`src/rtl/mem_ls_unit_pkg.sv`:
```
// Shared encodings for the load/store unit: access sizes, FSM states,
// word constants, the latched request record and the alignment rule.
package mem_ls_unit_pkg;

   localparam logic [1:0] SIZE_B = 2'b00;
   localparam logic [1:0] SIZE_H = 2'b01;
   localparam logic [1:0] SIZE_W = 2'b10;

   localparam logic [2:0] ST_IDLE   = 3'd0;
   localparam logic [2:0] ST_LOAD   = 3'd1;
   localparam logic [2:0] ST_STORE  = 3'd2;
   localparam logic [2:0] ST_RMW_RD = 3'd3;
   localparam logic [2:0] ST_RMW_WR = 3'd4;
   localparam logic [2:0] ST_RESP   = 3'd5;
   localparam logic [2:0] ST_ERR    = 3'd6;

   localparam logic [31:0] WORD_ZERO = 32'h0000_0000;
   localparam logic [31:0] Z         = 32'hzzzz_zzzz;

   typedef struct packed {
      logic [1:0]  size;
      logic        sgn;
      logic [31:0] addr;
      logic [31:0] wdata;
   } ls_req_t;

   // Halves need an even address, words a word-aligned one; size 2'b11 never passes.
   function automatic logic req_legal(input logic [1:0] size, input logic [1:0] offset);
      case (size)
         SIZE_B:  return 1'b1;
         SIZE_H:  return ~offset[0];
         SIZE_W:  return (offset == 2'b00);
         default: return 1'b0;
      endcase
   endfunction

endpackage

```
`src/rtl/ls_lane_align.sv`:
```
// Big-endian lane steering: extracts and extends a load lane from a memory
// word, and merges right-justified store data into an old word.
module ls_lane_align
   import mem_ls_unit_pkg::*;
(
   input  logic [31:0] i_mem_word,
   input  logic [31:0] i_wdata,
   input  logic [1:0]  i_offset,
   input  logic [1:0]  i_size,
   input  logic        i_signed,
   output logic [31:0] o_load_data,
   output logic [31:0] o_merge_word
);

   logic [7:0]  w_byte;
   logic [15:0] w_half;

   always_comb begin
      w_byte = 8'h00;
      case (i_offset)
         2'd0:    w_byte = i_mem_word[31:24];
         2'd1:    w_byte = i_mem_word[23:16];
         2'd2:    w_byte = i_mem_word[15:8];
         default: w_byte = i_mem_word[7:0];
      endcase
      w_half = i_offset[1] ? i_mem_word[15:0] : i_mem_word[31:16];

      o_load_data = i_mem_word;
      case (i_size)
         SIZE_B:  o_load_data = {{24{i_signed & w_byte[7]}}, w_byte};
         SIZE_H:  o_load_data = {{16{i_signed & w_half[15]}}, w_half};
         default: o_load_data = i_mem_word;
      endcase
   end

   always_comb begin
      o_merge_word = i_mem_word;
      case (i_size)
         SIZE_B: begin
            case (i_offset)
               2'd0:    o_merge_word[31:24] = i_wdata[7:0];
               2'd1:    o_merge_word[23:16] = i_wdata[7:0];
               2'd2:    o_merge_word[15:8]  = i_wdata[7:0];
               default: o_merge_word[7:0]   = i_wdata[7:0];
            endcase
         end
         SIZE_H: begin
            if (i_offset[1]) o_merge_word[15:0]  = i_wdata[15:0];
            else             o_merge_word[31:16] = i_wdata[15:0];
         end
         default: o_merge_word = i_wdata;
      endcase
   end

endmodule

```
`src/rtl/mem_ls_unit.sv`:
```
// Load/store unit: one request at a time, sub-word stores as read-modify-write,
// one-cycle response pulse. Strobes and outputs decode straight from the state.
module mem_ls_unit
   import mem_ls_unit_pkg::*;
(
   input  logic        clk,
   input  logic        rst_n,
   input  logic        req_valid,
   output logic        req_ready,
   input  logic        req_write,
   input  logic [1:0]  req_size,
   input  logic        req_signed,
   input  logic [31:0] req_addr,
   input  logic [31:0] req_wdata,
   output logic        resp_valid,
   output logic        resp_err,
   output logic [31:0] resp_rdata,
   output logic [31:0] mem_address,
   output logic [31:0] mem_write_data,
   output logic        mem_read,
   output logic        mem_write,
   input  logic [31:0] mem_read_data,
   output logic [2:0]  o_dbg_state
);

   // Handshake: a request transfers on a rising edge where req_valid and
   // req_ready are both high; req_ready is high only in IDLE, and request
   // inputs are ignored in every other cycle.
   logic [2:0]  r_state;
   logic [2:0]  w_state_nxt;
   ls_req_t     r_req;
   logic [31:0] r_merge;
   logic [31:0] r_rdata;
   logic        w_accept;
   logic        w_legal;
   logic        w_mem_active;
   logic [31:0] w_load_data;
   logic [31:0] w_merge_word;

   assign w_accept = req_valid & (r_state == ST_IDLE);
   assign w_legal  = req_legal(req_size, req_addr[1:0]);

   always_comb begin
      w_state_nxt = r_state;
      case (r_state)
         ST_IDLE: begin
            if (req_valid) begin
               if (!w_legal)                w_state_nxt = ST_ERR;
               else if (!req_write)         w_state_nxt = ST_LOAD;
               else if (req_size == SIZE_W) w_state_nxt = ST_STORE;
               else                         w_state_nxt = ST_RMW_RD;
            end
         end
         ST_LOAD:   w_state_nxt = ST_RESP;
         ST_STORE:  w_state_nxt = ST_RESP;
         ST_RMW_RD: w_state_nxt = ST_RMW_WR;
         ST_RMW_WR: w_state_nxt = ST_RESP;
         ST_RESP:   w_state_nxt = ST_IDLE;
         ST_ERR:    w_state_nxt = ST_IDLE;
         default:   w_state_nxt = ST_IDLE;
      endcase
   end

   ls_lane_align u_align (
      .i_mem_word   (mem_read_data),
      .i_wdata      (r_req.wdata),
      .i_offset     (r_req.addr[1:0]),
      .i_size       (r_req.size),
      .i_signed     (r_req.sgn),
      .o_load_data  (w_load_data),
      .o_merge_word (w_merge_word)
   );

   always_ff @(posedge clk or negedge rst_n) begin
      if (!rst_n) begin
         r_state <= ST_IDLE;
         r_req   <= '0;
         r_merge <= WORD_ZERO;
         r_rdata <= WORD_ZERO;
      end else begin
         r_state <= w_state_nxt;
         if (w_accept) begin
            r_req <= '{size: req_size, sgn: req_signed, addr: req_addr, wdata: req_wdata};
         end
         // mem_read_data is only meaningful while mem_read is high, so it is
         // captured solely in LOAD and RMW_RD.
         case (r_state)
            ST_IDLE: begin
               if (w_accept && !w_legal) r_rdata <= WORD_ZERO;
            end
            ST_LOAD:             r_rdata <= w_load_data;
            ST_STORE, ST_RMW_WR: r_rdata <= WORD_ZERO;
            ST_RMW_RD:           r_merge <= w_merge_word;
            default: ;
         endcase
      end
   end

   assign req_ready    = (r_state == ST_IDLE);
   assign resp_valid   = (r_state == ST_RESP) | (r_state == ST_ERR);
   assign resp_err     = (r_state == ST_ERR);
   assign resp_rdata   = r_rdata;
   assign mem_read     = (r_state == ST_LOAD) | (r_state == ST_RMW_RD);
   assign mem_write    = (r_state == ST_STORE) | (r_state == ST_RMW_WR);
   assign w_mem_active = mem_read | mem_write;
   assign mem_address  = w_mem_active ? {r_req.addr[31:2], 2'b00} : WORD_ZERO;
   assign o_dbg_state  = r_state;

   always_comb begin
      mem_write_data = WORD_ZERO;
      if (r_state == ST_STORE)       mem_write_data = r_req.wdata;
      else if (r_state == ST_RMW_WR) mem_write_data = r_merge;
   end

endmodule

```
`config.mk`:
```
export PLATFORM = sky130hd
export DESIGN_NAME = mem_ls_unit
export DESIGN_NICKNAME = d
export VERILOG_FILES = /design/src/rtl/mem_ls_unit_pkg.sv /design/src/rtl/ls_lane_align.sv /design/src/rtl/mem_ls_unit.sv
export SDC_FILE = /design/constraint.sdc
export NUM_CORES = 1
export LEC_CHECK = 0
export CORE_ASPECT_RATIO = 1.1
export CORE_MARGIN = 3
export CORE_UTILIZATION = 46
export DETAILED_ROUTE_END_ITERATION = 8
export PLACE_DENSITY = 0.76
export SYNTH_ARGS = -nofsm -noshare
export SYNTH_HDL_FRONTEND = slang
export SYNTH_HIERARCHICAL = 1
export SYNTH_SLANG_ARGS = --single-unit
```
`constraint.sdc`:
```
create_clock -name clk -period 2.8 [get_ports clk]
set_clock_uncertainty 0.05 [all_clocks]
set_input_delay 0.28 -clock clk [delete_from_list [all_inputs] [get_ports clk]]
set_output_delay 0.28 -clock clk [all_outputs]
set_load 0.005 [all_outputs]
```
==> results.sh <==
export IMPL_status="finished clean"
export IMPL_die_width_um=130
export IMPL_synth_seq_cells=134
export IMPL_io_buffers=204
export IMPL_grt_pass1_vias=6531
export IMPL_globalRouteOverflowTotal=0
export IMPL_synth_flop_cell="dfrtp_1"
export IMPL_path_cells="or3_4 -> clkinv_2 -> buf_4 -> clkdlybuf4s50_1"
export IMPL_endpoint_kind="output port"
export IMPL_hold_class="in2async"
export IMPL_route_detailed_drc=0
export IMPL_slew_headroom_pct=29.7
export IMPL_dr_pass1_iters=5
export IMPL_p_leak_nw=4.16
export IMPL_final_nets=1012
export IMPL_dp_hpwl_mm=16.7
export IMPL_worstPathMaxFanout=34
export IMPL_synth_warnings=6
export IMPL_detailed_place_area_um2=9940
export IMPL_pre_cts_slack_ns=0.492
export IMPL_hold_ws_ns=0.376
export IMPL_cp_num_cells=4
export IMPL_grt_use_total_pct=25.7
export IMPL_syn_area_per_cell_um2=10.6
export IMPL_design_area_um2=10500
export IMPL_layout_setup_ws_ns=0.106
export IMPL_synth_top_family_by_area="multiplexers"
export IMPL_cts_clk_slew_worst_paths_ns=0.06
export IMPL_via_per_inst=5.95
export IMPL_timing_final_crit_share_pct=96.2
export IMPL_synth_compound_area_share_pct=18.0
export IMPL_core_um2=16500
export IMPL_syn_cell_area_um2=7780
export IMPL_antenna_found_initial=0
export IMPL_crit_end="req_ready"
export IMPL_final_instance_count_excl_fill=1125
export IMPL_root_buffer="clkbuf_16"
export IMPL_seq_area_frac_synth_pct=43.1
export IMPL_cts_buffers=17
export IMPL_crit_family="buffers and inverters"
export IMPL_drive_gt1_share_pct=19.5
export IMPL_fin_util_pct=63.7
export IMPL_synth_top_cell_by_area="dfrtp_1"
export IMPL_worst_r2r_cell_count=5
export IMPL_gp_congestion=0.884
export IMPL_totalWireLength_mm=23.2
export IMPL_cp_arrival_ns=2.36
export IMPL_synth_xor_area_share_pct=0.113
export IMPL_num_rows=49
export IMPL_slew_viol_final=0
export IMPL_fillers=1352
export IMPL_max_freq_mhz=371
export IMPL_crit_reg2reg_launch="o_dbg_state[0]"
export IMPL_detail_route_iter0_violations=687
export IMPL_diodes=0
export IMPL_crit_type="reg2out"
export IMPL_p_per_area_nw_per_um2=1140
export IMPL_synthArstFlopShare_pct=100
export IMPL_netlist_top_cells_area="dfrtp_1, mux2_2, a22o_1"
export IMPL_initial_utilization_pct=47.2
export IMPL_die_h_um=142
export IMPL_grt_pass1_wl_mm=36.8
export IMPL_critical_path_max_stage_delay_ns=0.58
export IMPL_synth_edf_count=0
export IMPL_cts_sinks=134
export IMPL_finalHoldViolations=0
export IMPL_dp_cells=1093
export IMPL_clk_path_buf_depth=2
export IMPL_crit_slowest_cell="clkdlybuf4s50_1"
export IMPL_setup_viol_count_final=0
export IMPL_synthCells=731
export IMPL_grt_max_degree=67
export IMPL_clk_latency_ns=0.42
export IMPL_cp_start_kind="flop"
export IMPL_r2r_setup_slack_ns=0.59
export IMPL_critical_path_buf_inv_count=3
export IMPL_rsz0062_at_grt="false"
export IMPL_die_area_um2=18500
export IMPL_required_ns=2.47
export IMPL_antenna_left=0
export IMPL_drv_cap=0
export IMPL_cts_tree="done"
export IMPL_htreeDepth=4
export IMPL_area_delta_synth_final_pct=35.0
export IMPL_synthSimpleGateAreaFrac_pct=12.1
export IMPL_synthAdderAreaFrac_pct=0.129
export IMPL_fin_total_pwr_mw=11.9
export IMPL_ys_types=53
export IMPL_worstMarginPinSlew_ns=1.05
export IMPL_ios=207
export IMPL_vias=6697
export IMPL_post_drt_wl_per_cell_um=20.6
export IMPL_peakVddDrop_mv=0.658
export IMPL_r2r_end="r_req[35]"
export IMPL_synthMuxAreaShare_pct=21.4
export IMPL_fin_crit_ns=2.69
export IMPL_synth_top_area_share_pct=43.1
export IMPL_startpoint="o_dbg_state[0]"
export IMPL_tns_ns=0
-- worst register-to-register path, cell delays in order, from the launching register on --
cell and delay, ns:
dfrtp_1 0.51, or3_4 0.45, clkinv_2 0.07, and2_4 0.38
buf_12 0.27, mux2_2 0.36
-- routing by layer --
| metal | up-vias | GRT usage (%) | part of all wire (%) |
|---|---|---|---|
| met5 | - | 0 | 0 |
| met1 | 3315 | 35.3 | 43 |
| li1 | 3046 | - | - |
| met4 | 0 | 9.35 | 2.9 |
| met3 | 47 | 6.27 | 6.8 |
| met2 | 289 | 39.7 | 48 |
-- cell usage after synthesis, drive strengths merged (2+ instances only) --
cell type and instances:
o211ai 35, a32oi 7, mux2 109, inv 8, nor4 2, nand3 8
nor2b 20, a221o 8, clkbuf 38, o21ai 60, nor2 5, nor3 2
o221ai 16, nor3b 3, nor4b 9, o22ai 2, or2 5, nand2 87
a22o 40, dfrtp 134, mux2i 34, o21a 8, a221oi 2, a21oi 6
a22oi 6, and2 32, buf 29
-- state kept, by name, indices dropped and copies added (netlist names) --
| signal | count |
|---|---|
| o_dbg_state | 3 |
| resp_rdata | 32 |
| r_req | 67 |
| r_merge | 32 |
-- layout make-up --
cell class | instances | area, um^2 | area share [%]
Sequential cell | 134 | 3360 | 32.0
Clock inverter | 13 | 110 | 1.05
Clock buffer | 18 | 439 | 4.18
Tap cell | 204 | 255 | 2.43
Inverter | 9 | 35.0 | 0.334
Multi-Input combinational cell | 522 | 4050 | 38.6
Timing Repair Buffer | 225 | 2250 | 21.5
-- cells in the final DEF (no fill, tap or decap), drive strengths merged, types with 2 or more instances in the layout --
master         instances
a21oi                  6
a221o                  8
a221oi                 2
a22o                  40
a22oi                  6
a32oi                  7
and2                  32
buf                   21
clkbuf                18
clkdlybuf4s50        203
clkinv                 8
clkinvlp               5
conb                   2
dfrtp                134
inv                    8
mux2                 109
mux2i                 34
nand2                 87
nand3                  8
nor2                   5
nor2b                 20
nor3                   2
nor3b                  3
nor4                   2
nor4b                  9
o211ai                35
o21a                   8
o21ai                 60
o221ai                16
o22ai                  2
or2                    5
-- worst min path at each step --
stage	end	slack, ns	depth (start not counted)
2_1_floorplan	o_dbg_state[0]	-0.07	0
3_3_place_gp	r_req[6]	0.27	1
3_5_place_dp	resp_rdata[4]	0.27	1
4_1_cts	r_merge[2]	0.40	2
5_1_grt	r_req[52]	0.40	2
6_report	r_merge[2]	0.38	2
-- report_power, final --
group / internal, mW / switching [mW]
Sequential: 2.82 / 0.889
Clock: 1.23 / 0.854
Combinational: 3.48 / 2.66
-- timing repair --
| action | 4_1_cts | 5_1_grt |
|---|---|---|
| resized for setup | 0 | 1 |
| endpoints found under the hold margin | 64 | 0 |
| setup buffers | 0 | 0 |
| setup endpoints to repair | 0 | 2 |
| hold buffers | 1 | 0 |
-- cells by family after synthesis --
| family | Yosys count |
|---|---|
| buffers and inverters | 76 |
| adder cells (fa/ha/maj) | 1 |
| AO/OA/AOI/OAI | 193 |
| other | 1 |
| multiplexers | 144 |
| XOR/XNOR | 1 |
| flip-flops | 134 |
| AND/OR/NAND/NOR | 181 |
Note: power is estimated with default switching activity, not from simulation.
